$ cat src/rtl/adc_code_averager.sv
// Windowed ADC code averager: accumulates 2^L accepted codes, then holds the average until it is consumed.
// Build option ADC_AVG_ROUND_EN selects saturated round-half-up instead of truncation. Requires L >= 1.
module adc_code_averager #(
  parameter int N = 3,
  parameter int L = 2
) (
  input  logic         clk,
  input  logic         rst,
  input  logic [N-1:0] code_in,
  input  logic         code_valid,
  output logic [N-1:0] avg_out,
  output logic         avg_valid,
  input  logic         avg_ready,
  output logic         clip_flag,
  output logic         drop_flag
);

  typedef enum logic {
    ACCUM = 1'b0,
    HOLD  = 1'b1
  } state_t;

  localparam int SW = N + L;
  localparam logic [L-1:0] CNT_LAST = {L{1'b1}};
  localparam logic [N-1:0] CODE_MAX = {N{1'b1}};

  state_t        state_reg, state_next;
  logic [SW-1:0] sum_reg, sum_next;
  logic [L-1:0]  cnt_reg, cnt_next;
  logic          clip_acc_reg, clip_acc_next;
  logic [N-1:0]  avg_reg, avg_next;
  logic          valid_reg, valid_next;
  logic          clip_out_reg, clip_out_next;
  logic          drop_reg, drop_next;

  logic [SW-1:0] sum_add;
  logic          sample_clip;
  logic [N-1:0]  avg_calc;

  // Sum including the sample on the input this cycle; used for the final window total.
  assign sum_add     = sum_reg + SW'(code_in);
  assign sample_clip = (code_in == CODE_MAX) || (code_in == '0);

`ifdef ADC_AVG_ROUND_EN
  localparam logic [SW:0] ROUND_HALF = (SW + 1)'(1 << (L - 1));
  logic [SW:0] sum_round;
  logic [N:0]  avg_wide;

  // One extra bit so adding the half-LSB can never wrap before saturation.
  assign sum_round = {1'b0, sum_add} + ROUND_HALF;
  assign avg_wide  = sum_round[SW:L];
  assign avg_calc  = avg_wide[N] ? CODE_MAX : avg_wide[N-1:0];
`else
  assign avg_calc  = sum_add[SW-1:L];
`endif

  always_comb begin
    state_next    = state_reg;
    sum_next      = sum_reg;
    cnt_next      = cnt_reg;
    clip_acc_next = clip_acc_reg;
    avg_next      = avg_reg;
    valid_next    = valid_reg;
    clip_out_next = clip_out_reg;
    drop_next     = drop_reg;

    case (state_reg)
      ACCUM: begin
        if (code_valid) begin
          sum_next      = sum_add;
          cnt_next      = cnt_reg + 1'b1;
          clip_acc_next = clip_acc_reg | sample_clip;
          if (cnt_reg == CNT_LAST) begin
            state_next    = HOLD;
            avg_next      = avg_calc;
            valid_next    = 1'b1;
            clip_out_next = clip_acc_reg | sample_clip;
            sum_next      = '0;
            clip_acc_next = 1'b0;
          end
        end
      end
      HOLD: begin
        // Samples arriving while a result is pending are lost, even on the release cycle.
        if (code_valid) begin
          drop_next = 1'b1;
        end
        if (avg_ready) begin
          state_next    = ACCUM;
          avg_next      = '0;
          valid_next    = 1'b0;
          clip_out_next = 1'b0;
          sum_next      = '0;
          cnt_next      = '0;
          clip_acc_next = 1'b0;
        end
      end
      default: begin
        state_next = ACCUM;
      end
    endcase
  end

  always_ff @(posedge clk) begin
    if (rst) begin
      state_reg    <= ACCUM;
      sum_reg      <= '0;
      cnt_reg      <= '0;
      clip_acc_reg <= 1'b0;
      avg_reg      <= '0;
      valid_reg    <= 1'b0;
      clip_out_reg <= 1'b0;
      drop_reg     <= 1'b0;
    end else begin
      state_reg    <= state_next;
      sum_reg      <= sum_next;
      cnt_reg      <= cnt_next;
      clip_acc_reg <= clip_acc_next;
      avg_reg      <= avg_next;
      valid_reg    <= valid_next;
      clip_out_reg <= clip_out_next;
      drop_reg     <= drop_next;
    end
  end

  assign avg_out   = avg_reg;
  assign avg_valid = valid_reg;
  assign clip_flag = clip_out_reg;
  assign drop_flag = drop_reg;

endmodule

$ cat config.mk
export PLATFORM = sky130hd
export DESIGN_NAME = adc_code_averager
export DESIGN_NICKNAME = d
export VERILOG_FILES = /design/src/rtl/adc_code_averager.sv
export SDC_FILE = /design/constraint.sdc
export NUM_CORES = 1
export LEC_CHECK = 0
export BUFFER_PORTS_ARGS = -buffer_cell sky130_fd_sc_hd__buf_2
export CORE_MARGIN = 3
export CORE_UTILIZATION = 48
export CTS_CLUSTER_DIAMETER = 40
export CTS_CLUSTER_SIZE = 28
export DETAILED_ROUTE_END_ITERATION = 6
export PLACE_DENSITY_LB_ADDON = 0.1
export SKIP_LAST_GASP = 1
export SLEW_MARGIN = 20
export SYNTH_ARGS = -nofsm -noshare
export SYNTH_HDL_FRONTEND = slang
export SYNTH_SLANG_ARGS = --single-unit
$ cat constraint.sdc
create_clock -name clk -period 1.7 [get_ports clk]
set_input_delay 0.17 -clock clk [delete_from_list [all_inputs] [get_ports clk]]
set_output_delay 0.17 -clock clk [all_outputs]
set_load 0.005 [all_outputs]
==> results of run 1 <==
-- power by group through the flow --
| stage | Combinational (W) | Sequential (W) | Clock, W |
|---|---|---|---|
| 2_1_floorplan | 0.0000813 | 0.000384 | 0 |
| 3_3_place_gp | 0.000116 | 0.000386 | 0 |
| 3_5_place_dp | 0.000119 | 0.000386 | 0 |
| 4_1_cts | 0.000140 | 0.000380 | 0.000213 |
| 5_1_grt | 0.000161 | 0.000382 | 0.000232 |
| 6_report | 0.000145 | 0.000380 | 0.000208 |
-- metrics by stage --
step / util [%] / std cells / instance area [sq um] / power, W
after floorplan: - / 88 / 800 / 0.000465
after global placement: 58.0 / 117 / 895 / 0.000502
after detailed placement: 58.0 / 117 / 895 / 0.000506
after CTS: 62.3 / 123 / 960 / 0.000732
after global routing: 62.7 / 123 / 967 / 0.000776
final: 62.7 / 123 / 967 / 0.000733
-- synth_stat cells --
library cell	count
clkbuf_1	2
xnor2_1	1
o211a_1	1
a22oi_1	1
a211oi_1	1
o2111a_1	1
nand3b_1	3
o31ai_1	2
a2bb2oi_1	1
dfxtp_1	15
nor2_1	10
nand4b_1	2
a21o_1	1
buf_4	2
mux2i_1	1
and3_1	2
nand3_1	1
and4b_1	1
o2111ai_1	2
a21oi_1	5
and3b_1	1
ha_1	4
mux2_2	1
nand2_1	5
nand2b_1	2
or3_1	2
nor2b_1	3
nor4_1	3
a32oi_1	1
inv_1	3
or3b_1	1
o21a_1	1
o211ai_1	2
nor3_1	2
fa_1	1
or4b_1	1
-- cell type report --
class                      instances  share of cell area (%)
clock buffer                       4                    2.72
inverter                           3                    1.16
multi-input combinational         66                    51.2
sequential                        15                    31.2
tap                               16                    2.07
timing repair buffer              19                    11.6
-- worst max path at each step --
| stage | startpoint | end | slack, ns | cells past startpoint |
|---|---|---|---|---|
| final | sum_reg[0] | sum_reg[2] | 0.006 | 6 |
| after floorplan | sum_reg[0] | sum_reg[2] | 0.03 | 6 |
| after global routing | sum_reg[0] | sum_reg[2] | -0.06 | 6 |
| after detailed placement | sum_reg[0] | sum_reg[2] | -0.10 | 6 |
| after CTS | sum_reg[0] | sum_reg[2] | -0.04 | 6 |
| after global placement | sum_reg[0] | sum_reg[2] | -0.02 | 6 |
-- worst min-delay path, cell delays in order --
cell and delay, ns:
buf_2 0.10, nand2b_1 0.10, a21oi_1 0.06
-- metal layers --
| metal | global-route usage, % | vias to the layer above | share of wire (%) |
|---|---|---|---|
| met5 | 0 | - | 0 |
| met4 | 11.6 | 0 | 2.4 |
| met3 | 3.45 | 5 | 7.8 |
| met2 | 26.8 | 32 | 44 |
| met1 | 26.0 | 330 | 46 |
| li1 | - | 372 | - |
-- timing repair --
| action | CTS | global route |
|---|---|---|
| endpoints found under the setup margin | 1 | 1 |
| setup buffers | 2 | 0 |
| pin swaps | 4 | 2 |
| resized for setup | 6 | 2 |
-- logic make-up (layout without fill, tap and decap cells) --
| family | count (synthesis) | after routing | share of synthesized area (%) |
|---|---|---|---|
| AO/OA/AOI/OAI | 19 | 19 | 17.7 |
| XOR/XNOR | 1 | 1 | 1.10 |
| adder cells (fa/ha/maj) | 5 | 5 | 8.76 |
| buffers and inverters | 7 | 26 | 4.23 |
| flip-flops | 15 | 15 | 37.6 |
| multiplexers | 2 | 2 | 2.66 |
| AND/OR/NAND/NOR | 39 | 39 | 28.0 |
==> summary.txt, run 1 <==
Floorplan
  • Initial core utilization: 51.9%
  • Die Height: 46.8 um
  • Ports: 13
  • Horiz. Die Dim: 46.8 um
  • FP Rows: 14
  • Total Die Area: 0.00219 sq mm
  • Core area: 0.00154 sq mm

Finish
  • Most frequent cells in the layout: dfxtp_1, buf_2, nor2_1
  • # fillers: 137
  • Max FFs per register: 5
  • Diode count: 0
  • Seq. cell area: 302 sq um
  • Commonest non-fill, non-tap cell in the layout: dfxtp_1
  • Final nets: 120
  • Area of the multi-input gates: 495 sq um
  • Layout cell share with drive strength beyond 1: 28.0%
  • Area grow syn2layout: 21.0%

Route
  • Avg WL per Cell: 14.4 um
  • Via count: 739
  • 1st-iter DRT viols: 31
  • Detailed Routing Iterations Pass 1: 4
  • ANT nets after route: 0
  • DR DRC count: 0
  • Vias per Instance: 6.01
  • Final wirelength: 1770 um

Min path
  • Hold Crit Depth: 3
  • Hold Crit Class: in2reg
  • Hold_sp: avg_ready
  • Hold EP: state_reg

Synth
  • Cell taking the most area after synthesis: dfxtp_1
  • Post-synth top area share: 37.6%
  • Seq/Total Area, Yosys: 37.6%
  • Top cells by area, synth: dfxtp_1, ha_1, nor2_1
  • Post-Syn Area: 800 sq um
  • Syn Inst Count: 88
  • Synth Area per Inst: 9.09 sq um
  • Synth cell types: 36
  • Yosys warns: 0
  • Syn Nets: 100
  • #FFs+latches synth: 15

STA
  • Unrepaired setup endpoints after global routing: true
  • Final Hold Viols: 0
  • Slew @ Worst Pin: 0.406 ns
  • Achievable Freq: 590 MHz
  • Setup ws final: 0.00618 ns
  • Rel. slew slack: 72.9%
  • Fin Setup TNS: 0 ns
  • Final setup fails: 0
  • Tcrit/Tclk final: 99.6%
  • Final Slew Violations: 0
  • Tmin final: 1.69 ns
  • WHS: 0.184 ns
  • Final Skew: 0.00359 ns

Power and ir drop
  • P_leak: 0.437 nW
  • P_sw: 0.000196 W
  • Clock power share: 28.4%
  • Share of power burned in registers: 51.8%
  • Pwr/cell area: 757 mW/mm^2
  • P_int: 0.000536 W
  • Sw Ratio: 26.8%
  • Combinational Power Share: 19.7%
  • Max VDD drop: 496 uV

Worst setup path
  • WP data required: 1.93 ns
  • CP Launch Type: flop
  • Crit-path cells: ha_4 > inv_2 > fa_2 > xnor2_2 > or4b_4 > a21oi_2
  • Crit path arrival time: 1.92 ns
  • Critical Path Max Stage Delay: 0.48 ns
  • Reg2Reg Setup Slack: 0.006 ns
  • Crit path buffers/inverters: 1
  • FF-to-FF path depth: 6
  • Delay-heaviest family, CP: adder cells
  • CP Max Fanout: 2
  • Endpoint of the worst register-to-register path: sum_reg[2]
  • Highest-delay cell along the critical path: or4b_4
  • Crit Path Class: reg2reg
  • R2r startpoint: sum_reg[0]
  • CP endpoint kind: flop

Global routing
  • All-layer global routing usage: 18.8%
  • Vias in the first global route: 644
  • Pin count of the biggest net entering global routing: 21
  • First-pass GRT wire length: 2840 um
  • Initial antenna violation count: 0
  • Grt ovf: 0

Clock tree
  • Clock root buffer: clkbuf_4
  • CTS H-tree lvls: 1
  • Worst-skew pair later-pin latency: 0.29 ns
  • Num CTS Buffers: 3
  • CTS tree: yes
  • Hold_buf cts: 0
  • Clock transition at path regs: 0.09 ns
  • CTS Sinks: 15
  • CTS max path bufs: 2

Place
  • IO Port Bufs: 12
  • Setup Slack @ Placement: -0.103 ns
  • Global placement routability congestion: 0.810
  • HPWL after DPL: 1260 um

Job
  • Max-cap violations: 0

Run status
  • Status: completed
No activity file was read; power rests on OpenSTA's default activity.
==> run 2, diff against run 1 <==
--- a/config.mk
+++ b/config.mk
@@ -8,10 +8,11 @@
 export BUFFER_PORTS_ARGS = -buffer_cell sky130_fd_sc_hd__buf_2
 export CORE_MARGIN = 3
 export CORE_UTILIZATION = 48
+export CTS_BUF_LIST = sky130_fd_sc_hd__clkbuf_4 sky130_fd_sc_hd__clkbuf_8 sky130_fd_sc_hd__clkbuf_16
 export CTS_CLUSTER_DIAMETER = 40
 export CTS_CLUSTER_SIZE = 28
 export DETAILED_ROUTE_END_ITERATION = 6
-export PLACE_DENSITY_LB_ADDON = 0.1
+export PLACE_DENSITY_LB_ADDON = 0.15
 export SKIP_LAST_GASP = 1
 export SLEW_MARGIN = 20
 export SYNTH_ARGS = -nofsm -noshare
==> summary.txt, run 2 (synthesis gave the netlist of run 1 again) <==
Clock tree
  • Clock transition at path regs: 0.09 ns (about the same)
  • CTS tree: yes
  • Clock root buffer: clkbuf_4
  • CTS H-tree lvls: 1 (unchanged)
  • Worst-skew pair later-pin latency: 0.28 ns (about the same)
  • Num CTS Buffers: 3 (unchanged)
  • CTS Sinks: 15 (unchanged)
  • CTS max path bufs: 2 (unchanged)

Route
  • Detailed Routing Iterations Pass 1: 4 (unchanged)
  • DR DRC count: 0 (unchanged)
  • ANT nets after route: 0 (unchanged)
  • Avg WL per Cell: 13.9 um (-3.3%)
  • Final wirelength: 1700 um (-4.1%)
  • Via count: 712 (-3.7%)
  • Vias per Instance: 5.84 (-2.9%)
  • 1st-iter DRT viols: 9 (-71%)

Worst setup path
  • R2r startpoint: sum_reg[0]
  • FF-to-FF path depth: 6 (unchanged)
  • Crit path arrival time: 1.92 ns (about the same)
  • Reg2Reg Setup Slack: -0.003 ns (about the same)
  • Crit path buffers/inverters: 1 (unchanged)
  • Highest-delay cell along the critical path: or4b_4
  • WP data required: 1.92 ns (about the same)
  • Endpoint of the worst register-to-register path: sum_reg[2]
  • CP Max Fanout: 2 (unchanged)
  • CP endpoint kind: flop
  • Delay-heaviest family, CP: adder cells
  • Critical Path Max Stage Delay: 0.48 ns (about the same)
  • Crit-path cells: ha_4 > inv_2 > fa_2 > xnor2_2 > or4b_4 > a21oi_2
  • Crit Path Class: reg2reg
  • CP Launch Type: flop

Floorplan
  • Horiz. Die Dim: 46.8 um (unchanged)
  • Total Die Area: 0.00219 sq mm (unchanged)
  • Initial core utilization: 51.9% (unchanged)
  • Die Height: 46.8 um (unchanged)
  • Ports: 13 (unchanged)
  • FP Rows: 14 (unchanged)
  • Core area: 0.00154 sq mm (unchanged)

Global routing
  • First-pass GRT wire length: 2650 um (-6.6%)
  • Initial antenna violation count: 0 (unchanged)
  • All-layer global routing usage: 17.6% (-1.2 points)
  • Grt ovf: 0 (unchanged)
  • Pin count of the biggest net entering global routing: 21 (unchanged)
  • Vias in the first global route: 620 (-3.7%)

Power and ir drop
  • P_leak: 0.435 nW (-0.42%)
  • P_sw: 0.000194 W (-1.4%)
  • P_int: 0.000550 W (+2.5%)
  • Pwr/cell area: 772 mW/mm^2 (+1.9%)
  • Power after layout: 0.000744 W (+1.5%)
  • Combinational Power Share: 19.1% (-0.6 points)
  • Share of power burned in registers: 51.1% (-0.7 points)
  • Max VDD drop: 641 uV (+29%)
  • Sw Ratio: 26.1% (-0.75 points)
  • Clock power share: 29.8% (+1.4 points)

Finish
  • Most frequent cells in the layout: dfxtp_1, buf_2, nor2_1
  • Final nets: 119 (-0.83%)
  • Final Util: 62.5% (-0.24 points)
  • Diode count: 0 (unchanged)
  • Layout cell share with drive strength beyond 1: 28.3% (+0.26 points)
  • Area grow syn2layout: 20.5%
  • Commonest non-fill, non-tap cell in the layout: dfxtp_1
  • Max FFs per register: 5 (unchanged)

STA
  • Final Skew: 0.00380 ns (+0.000212 ns)
  • Setup ws final: -0.00276 ns (-0.00894 ns)
  • Final Slew Violations: 0 (unchanged)
  • Tmin final: 1.70 ns (+0.00894 ns)
  • Slew @ Worst Pin: 0.386 ns (-0.0197 ns)
  • Tcrit/Tclk final: 100% (+0.53 points)
  • Achievable Freq: 587 MHz (-0.53%)
  • Rel. slew slack: 74.2% (+1.3 points)
  • Fin Setup TNS: -0.00276 ns (-0.00276 ns)
  • Unrepaired setup endpoints after global routing: true
  • Final setup fails: 1 (+1)
  • Final Hold Viols: 0 (unchanged)

Min path
  • Hold Crit Class: in2reg
  • Hold EP: state_reg
  • Hold_sp: avg_ready
  • Hold Crit Depth: 3 (unchanged)

Place
  • Setup Slack @ Placement: -0.0594 ns (+0.0432 ns)
  • HPWL after DPL: 1210 um (-3.8%)
  • Global placement routability congestion: 0.747 (-7.8%)
  • IO Port Bufs: 12 (unchanged)

Run status
  • Status: complete, but fails checks
  • Failing checks: setup timing

Job
  • Max-cap violations: 0 (unchanged)
## run 2: cell types whose count changed in the layout (fill, tap and decap cells not counted)
cell and change:
buf_4 -1, clkbuf_1 -1, clkbuf_4 +1
## run 2: power groups by stage
stage	Sequential [W]	Clock [W]	Combinational [W]
finish	0.000380	0.000221	0.000142
global route	0.000382	0.000244	0.000155
CTS	0.000380	0.000230	0.000135
detailed placement	0.000386	0	0.000118
global placement	0.000386	0	0.000116
floorplan	0.000384	0	0.0000813
## run 2: per-stage QoR
stage	std cells	cell area (sq um)	hold slack, ns
global placement	117	895	0.448
CTS	122	956	0.181
detailed placement	117	895	0.455
global route	122	963	0.204
finish	122	963	0.188
floorplan	88	800	0.348
## run 2: repair_timing
item / 4_1_cts / 5_1_grt
endpoints found under the setup margin: 1 / 1
pin swaps: 4 / 2
buffers inserted: 1 / 0
endpoints found under the hold margin: 0 / 0
hold buffers: 0 / 0
gates resized for setup: 6 / 2
## run 2: area by class of cell
class                      instances  area, sq um
timing repair buffer              18          105
multi-input combinational         66          495
sequential                        15          302
clock buffer                       4         30.0
inverter                           3         11.3
fill                             130          578
tap                               16         20.0
## run 2: routing by layer
layer	vias to the layer above	GRT usage, %	wire length [um]
met5	-	0	0
li1	362	-	-
met4	0	8.29	16
met3	2	4.60	60
met1	332	23.0	842
met2	16	26.8	776
## run 2: tightest hold or removal path: stages
cell and delay, ns:
buf_2 0.10, nand2b_1 0.10, a21oi_1 0.05
## run 2: worst max path at each step
| stage | to | from | cells past startpoint | slack (ns) |
|---|---|---|---|---|
| 2_1_floorplan | sum_reg[2] | sum_reg[0] | 6 | 0.03 |
| 3_3_place_gp | sum_reg[2] | sum_reg[0] | 6 | -0.01 |
| 4_1_cts | sum_reg[2] | sum_reg[0] | 6 | -0.009 |
| 6_report | sum_reg[2] | sum_reg[0] | 6 | -0.003 |
| 3_5_place_dp | sum_reg[2] | sum_reg[0] | 6 | -0.06 |
| 5_1_grt | sum_reg[2] | sum_reg[0] | 6 | -0.03 |
